===== src/rtl/fetch_unit_pkg.sv =====
// Shared encodings for the fetch stage and the main control decoder.
// PCOp values, primary opcodes and fetch FSM state codes.
package fetch_unit_pkg;

    localparam logic [1:0] PC_SEQ = 2'b00;
    localparam logic [1:0] PC_BEQ = 2'b01;
    localparam logic [1:0] PC_BNE = 2'b10;
    localparam logic [1:0] PC_JMP = 2'b11;

    localparam logic [5:0] OP_RTYPE = 6'h00;
    localparam logic [5:0] OP_J     = 6'h02;
    localparam logic [5:0] OP_JAL   = 6'h03;
    localparam logic [5:0] OP_BEQ   = 6'h04;
    localparam logic [5:0] OP_BNE   = 6'h05;
    localparam logic [5:0] OP_ADDI  = 6'h08;
    localparam logic [5:0] OP_LW    = 6'h23;
    localparam logic [5:0] OP_SW    = 6'h2B;

    localparam logic [1:0] ST_IDLE = 2'd0;
    localparam logic [1:0] ST_REQ  = 2'd1;
    localparam logic [1:0] ST_HOLD = 2'd2;

endpackage


===== src/rtl/fetch_unit_next_pc_calc.sv =====
// Combinational next-PC selection: sequential, beq/bne, j and jr.
// All arithmetic wraps modulo 2^ADDR_W.
module next_pc_calc
    import fetch_unit_pkg::*;
#(
    parameter int ADDR_W = 32
) (
    input  logic [ADDR_W-1:0] pc,
    input  logic [31:0]       instr,
    input  logic [1:0]        pc_op,
    input  logic              is_jr,
    input  logic              zero,
    input  logic [ADDR_W-1:0] jr_target,
    output logic [ADDR_W-1:0] next_pc,
    output logic              misalign
);

    logic [ADDR_W-1:0] seq_pc;
    logic [ADDR_W-1:0] br_off;
    logic [ADDR_W-1:0] br_pc;
    logic [ADDR_W-1:0] jmp_pc;
    logic              unused_opcode;

    assign seq_pc = pc + ADDR_W'(4);
    assign br_off = {{(ADDR_W-18){instr[15]}}, instr[15:0], 2'b00};
    assign br_pc  = seq_pc + br_off;
    // Jump keeps the region bits of the delay-slot-free pc+4.
    assign jmp_pc = {seq_pc[ADDR_W-1:28], instr[25:0], 2'b00};
    assign unused_opcode = ^instr[31:26];

    always_comb begin
        next_pc = seq_pc;
        if (is_jr) begin
            next_pc = {jr_target[ADDR_W-1:2], 2'b00};
        end else begin
            case (pc_op)
                PC_SEQ:  next_pc = seq_pc;
                PC_BEQ:  next_pc = zero ? br_pc : seq_pc;
                PC_BNE:  next_pc = zero ? seq_pc : br_pc;
                PC_JMP:  next_pc = jmp_pc;
                default: next_pc = seq_pc;
            endcase
        end
    end

    assign misalign = is_jr & (|jr_target[1:0]);

endmodule


===== src/rtl/fetch_unit.sv =====
// Instruction fetch stage: req/ack toward imem, valid/ready toward the datapath,
// next-PC selection on acceptance.
//   state | meaning
//   IDLE  | no request; leave when halt is low
//   REQ   | imem_req high at pc; wait for imem_ack
//   HOLD  | instr_valid high; wait for instr_ready, then update pc
module fetch_unit
    import fetch_unit_pkg::*;
#(
    parameter int                ADDR_W   = 32,
    parameter logic [ADDR_W-1:0] RESET_PC = '0
) (
    input  logic              clock,
    input  logic              reset_n,
    output logic              imem_req,
    output logic [ADDR_W-1:0] imem_addr,
    input  logic              imem_ack,
    input  logic [31:0]       imem_rdata,
    output logic [31:0]       instr,
    output logic [5:0]        opcode,
    output logic              instr_valid,
    input  logic              instr_ready,
    input  logic [1:0]        pc_op,
    input  logic              is_jr,
    input  logic              zero,
    input  logic [ADDR_W-1:0] jr_target,
    output logic [ADDR_W-1:0] pc_plus4,
    input  logic              halt,
    output logic              align_err
);

    logic [1:0]        state_q, state_d;
    logic [ADDR_W-1:0] pc_q, pc_d;
    logic [31:0]       instr_q, instr_d;
    logic              valid_q, valid_d;
    logic              align_q, align_d;
    logic [ADDR_W-1:0] next_pc;
    logic              misalign;

    next_pc_calc #(.ADDR_W(ADDR_W)) u_next_pc (
        .pc        (pc_q),
        .instr     (instr_q),
        .pc_op     (pc_op),
        .is_jr     (is_jr),
        .zero      (zero),
        .jr_target (jr_target),
        .next_pc   (next_pc),
        .misalign  (misalign)
    );

    always_comb begin
        state_d = state_q;
        pc_d    = pc_q;
        instr_d = instr_q;
        valid_d = valid_q;
        align_d = align_q;
        case (state_q)
            ST_IDLE: begin
                if (!halt) state_d = ST_REQ;
            end
            ST_REQ: begin
                if (imem_ack) begin
                    instr_d = imem_rdata;
                    valid_d = 1'b1;
                    state_d = ST_HOLD;
                end
            end
            ST_HOLD: begin
                if (instr_ready) begin
                    pc_d    = next_pc;
                    valid_d = 1'b0;
                    align_d = align_q | misalign;
                    state_d = halt ? ST_IDLE : ST_REQ;
                end
            end
            default: begin
                state_d = ST_IDLE;
                valid_d = 1'b0;
            end
        endcase
    end

    always_ff @(posedge clock or negedge reset_n) begin
        if (!reset_n) begin
            state_q <= ST_IDLE;
            pc_q    <= RESET_PC;
            instr_q <= '0;
            valid_q <= 1'b0;
            align_q <= 1'b0;
        end else begin
            state_q <= state_d;
            pc_q    <= pc_d;
            instr_q <= instr_d;
            valid_q <= valid_d;
            align_q <= align_d;
        end
    end

    assign imem_req    = (state_q == ST_REQ);
    assign imem_addr   = pc_q;
    assign instr       = instr_q;
    assign opcode      = instr_q[31:26];
    assign instr_valid = valid_q;
    assign pc_plus4    = pc_q + ADDR_W'(4);
    assign align_err   = align_q;

endmodule

===== config.mk =====
export PLATFORM = sky130hd
export DESIGN_NAME = fetch_unit
export DESIGN_NICKNAME = d
export VERILOG_FILES = /design/src/rtl/fetch_unit_pkg.sv /design/src/rtl/fetch_unit_next_pc_calc.sv /design/src/rtl/fetch_unit.sv
export SDC_FILE = /design/constraint.sdc
export NUM_CORES = 1
export LEC_CHECK = 0
export CAP_MARGIN = 20
export CORE_MARGIN = 2
export CORE_UTILIZATION = 45
export CTS_CLUSTER_DIAMETER = 120
export DETAILED_ROUTE_END_ITERATION = 8
export PLACE_DENSITY = 0.76
export SLEW_MARGIN = 20
export SYNTH_ARGS = -nofsm -noshare
export SYNTH_HDL_FRONTEND = slang
export SYNTH_HIERARCHICAL = 1
export SYNTH_SLANG_ARGS = --single-unit

===== constraint.sdc =====
create_clock -name clock -period 4.1 [get_ports clock]
set_clock_uncertainty 0.15 [all_clocks]
set_input_delay 0.82 -clock clock [delete_from_list [all_inputs] [get_ports clock]]
set_output_delay 0.82 -clock clock [all_outputs]
set_load 0.01 [all_outputs]

==> summary.md <==
| Metric | Value |
|---|---|
| Antenna violations before repair | `0` |
| Number of buffers created by CTS | `9` |
| Sequential-to-total area share from yosys stat | `27.32%` |
| Pwr/cell area | `906.5 mW/mm^2` |
| Critical Path Source Type | `flip-flop` |
| Core ar. | `0.01340 sq mm` |
| Clk pin slew, worst setup/hold paths | `60 ps` |
| Final Cycle Share | `99.06%` |
| Ports | `178` |
| Hold Crit Class | `reg2reg` |
| Fin. Hold Viols | `0` |
| Status | `complete, no violations` |
| Critical path origin | `imem_addr[9]$_DFFE_PN0P_` |
| Max-cap violations | `0` |
| Fmax | `246.2 MHz` |
| Worst-case vdd ir drop | `0.4434 mV` |
| Worst r2r src | `imem_addr[9]$_DFFE_PN0P_` |
| Initial Utilization | `46.48%` |
| Vias | `6,568` |
| Kind of critical path | `reg2reg` |
| Synthesized instance count | `700` |
| Post-CTS Hold Buffers | `0` |
| Post-DP HPWL | `16,200 microns` |
| Place WS | `-49.45 ps` |
| CTS tree | `built` |
| Vias in the first global route | `6,531` |
| Worst Path Required | `4240 ps` |
| Ys Warns | `6` |
| ANT cells | `0` |
| RePlAce Congestion | `1.036` |
| Area Growth Syn to Fin | `43.01%` |
| Die H | `121.7 microns` |
| Crit end category | `flip-flop` |
| Final Max Tran Viols | `0` |
| Number of clock sinks | `68` |
| CP cell instances | `and4_4 > and3_1 > nand2_1 > nor2_2 > nand2_1 > xnor2_2 > ha_4 > and3_1 > a221oi_2 > o211ai_1 > or3_1 > o21ai_2 > o22ai_2 > or4b_1 > a31o_1 > a21oi_2 > mux2_2` |
| # DRC | `0` |
| Hold slack final | `331.4 ps` |
| Top FF cell, synth | `dfrtp_1` |
| Worst-Skew Late Latency | `350 ps` |
| Die X | `121.7 microns` |
| Crit path max fanout | `6` |
| Synth Net Count | `811` |
| Fillers | `1,086` |
| Die area | `0.01480 sq mm` |
| Syn_area_per_cell | `8.898 sq um` |
| GR Overflow Total | `0` |
| Setup_tns | `0 ps` |
| Wire per inst | `20.07 microns` |
| Worst slew margin | `32.96%` |
| Root buffer selected by CTS | `clkbuf_16` |
| CP arrival | `4200 ps` |
| Cell Area, Synth | `0.006228 sq mm` |
| Hold Path Origin | `align_err$_DFFE_PN0P_` |
| Non-Filler Instances | `1,088` |
| Layout cell share with drive strength beyond 1 | `19.41%` |
| Post-synth ARST share | `100.0%` |
| Final nets | `1,018` |
| Starting DRT DRC Count | `552` |
| DR vias/cell | `6.037` |
| Number of synthesized flops with an enable pin | `0` |
| Port Buffer Count | `177` |
| Core Rows | `42` |
| Final Critical Period | `4061 ps` |
| First-pass GRT wire length | `33,880 microns` |
| Unique masters post-synth | `64` |
| CP max-delay cell | `or4b_1` |
| Tightest Pin Transition | `998.9 ps` |
| Crit-path max cell delay | `470 ps` |
| Largest net degree at the start of global routing | `69` |
| H-tree depth | `3` |
| Pre-antenna DRT Iters | `5` |
| FF+latch count, synth | `68` |
| Post-route setup slack | `38.65 ps` |
| Tot GR Track Use | `29.15%` |
| Routed Antenna Nets | `0` |
| Static leakage | `0.003770 uW` |
| # setup viols final | `0` |
| Post-detailed-routing wire length | `21,840 microns` |
| Cells after DPL | `1,061` |
| Max Root-Sink Buffers | `2` |
per-stage QoR:
stage                     instance area (sq um)  utilization (%)  total power (uW)
final                                      8907            66.47              8074
after global routing                       8907            66.47              8596
after CTS                                  8693            64.87              7742
after detailed placement                   8391            62.61              6891
after global placement                     8391            62.61              6749
after floorplan                            6240                -              4637
registers in the layout, indices dropped and copies added, names as in the netlist:
name / flops
state_q: 2
align_err: 1
imem_addr: 32
instr_valid: 1
instr: 32
report_power, final:
group          internal [uW]  total [uW]  switching, uW
clock                    487         800            312
sequential              1000        1410            412
combinational           2910        5860           2950
cells in the mapped netlist (all sizes together), types with 5 or more instances:
| cell | number | area [sq um] |
|---|---|---|
| mux2 | 69 | 777.0 |
| dfrtp | 68 | 1702 |
| a21oi | 50 | 254.0 |
| nand2 | 45 | 168.9 |
| nor2 | 40 | 150.1 |
| xnor2 | 38 | 332.8 |
| ha | 37 | 462.9 |
| inv | 36 | 135.1 |
| xor2 | 34 | 297.8 |
| nand3 | 29 | 145.1 |
| o21ai | 29 | 148.9 |
| clkbuf | 19 | 71.32 |
| nand4 | 18 | 133.9 |
| a21o | 17 | 127.6 |
| buf | 17 | 106.3 |
| nor3 | 17 | 85.08 |
| a221o | 14 | 140.1 |
| and3 | 10 | 62.56 |
| nor2b | 10 | 62.56 |
| a221oi | 9 | 85.08 |
| and4 | 9 | 78.83 |
| nor4 | 8 | 87.58 |
| nand2b | 6 | 37.54 |
| and2 | 5 | 31.28 |
| nand3b | 5 | 37.54 |
| nor3b | 5 | 37.54 |
| o21a | 5 | 37.54 |
cells by family after synthesis:
kind of cell / Yosys count / synth area share, %
and+or+nand+nor: 216 / 19.08
buffers and inverters: 72 / 5.022
AOI/OAI and AO/OA: 161 / 17.58
DFF: 68 / 27.32
adders and majority gates: 38 / 7.754
xor gates and xnor gates: 72 / 10.12
muxes: 73 / 13.12
worst paths after layout:
check	to	slack, ps	cells after the start
worst min register to register	align_err$_DFFE_PN0P_	330	1
max in group asynchronous	imem_addr[6]$_DFFE_PN0P_	2730	1
worst min-delay path	align_err$_DFFE_PN0P_	330	1
worst max-delay path	imem_addr[28]$_DFFE_PN0P_	40	17
min in group asynchronous	instr[31]$_DFFE_PN0P_	440	1
worst max register to register	imem_addr[28]$_DFFE_PN0P_	40	17
critical path: cells and delay by family (launching register included):
kind	cells	cell delay [ps]
mux	1	150
compound gates	6	1050
simple gates	8	1800
flops	1	370
fa+ha+maj	1	250
xor+xnor	1	240
placed cells by master, fill, tap and decap left out, drive strengths merged, types with 8 or more instances in the layout:
cell / n
nor4: 8
dfrtp: 68
xor2: 34
a221o: 14
nand4: 18
clkdlybuf4s50: 175
a21oi: 50
and3: 10
o21ai: 29
inv: 36
nand3: 29
ha: 37
nor2: 40
nor2b: 10
xnor2: 38
nand2: 45
nor3: 17
a221oi: 9
and4: 9
buf: 57
clkbuf: 12
a21o: 17
mux2: 69
area by class of cell:
class                      instances  area [sq um]  area share [%]
timing repair buffer             232          2190           24.58
sequential                        68          1705           19.15
clock buffer                      12         246.5           2.767
inverter                          36         135.1           1.517
multi-input combinational        560          4362           48.97
clock inverter                     4         48.80          0.5478
tap                              176         220.2           2.472
routing by layer:
| metal | GRT usage (%) | vias up | routed length, microns |
|---|---|---|---|
| met5 | 0 | - | 0 |
| met1 | 35.48 | 3199 | 8597 |
| met4 | 12.79 | 0 | 775 |
| li1 | - | 2976 | - |
| met2 | 49.96 | 328 | 10810 |
| met3 | 5.852 | 65 | 1651 |
what timing repair did:
action | in CTS | in global routing
gates resized for setup | 2 | 26
pin swaps | 0 | 15
setup buffers | 0 | 11
setup endpoints to repair | 1 | 9
No activity file was read; power rests on OpenSTA's default activity.
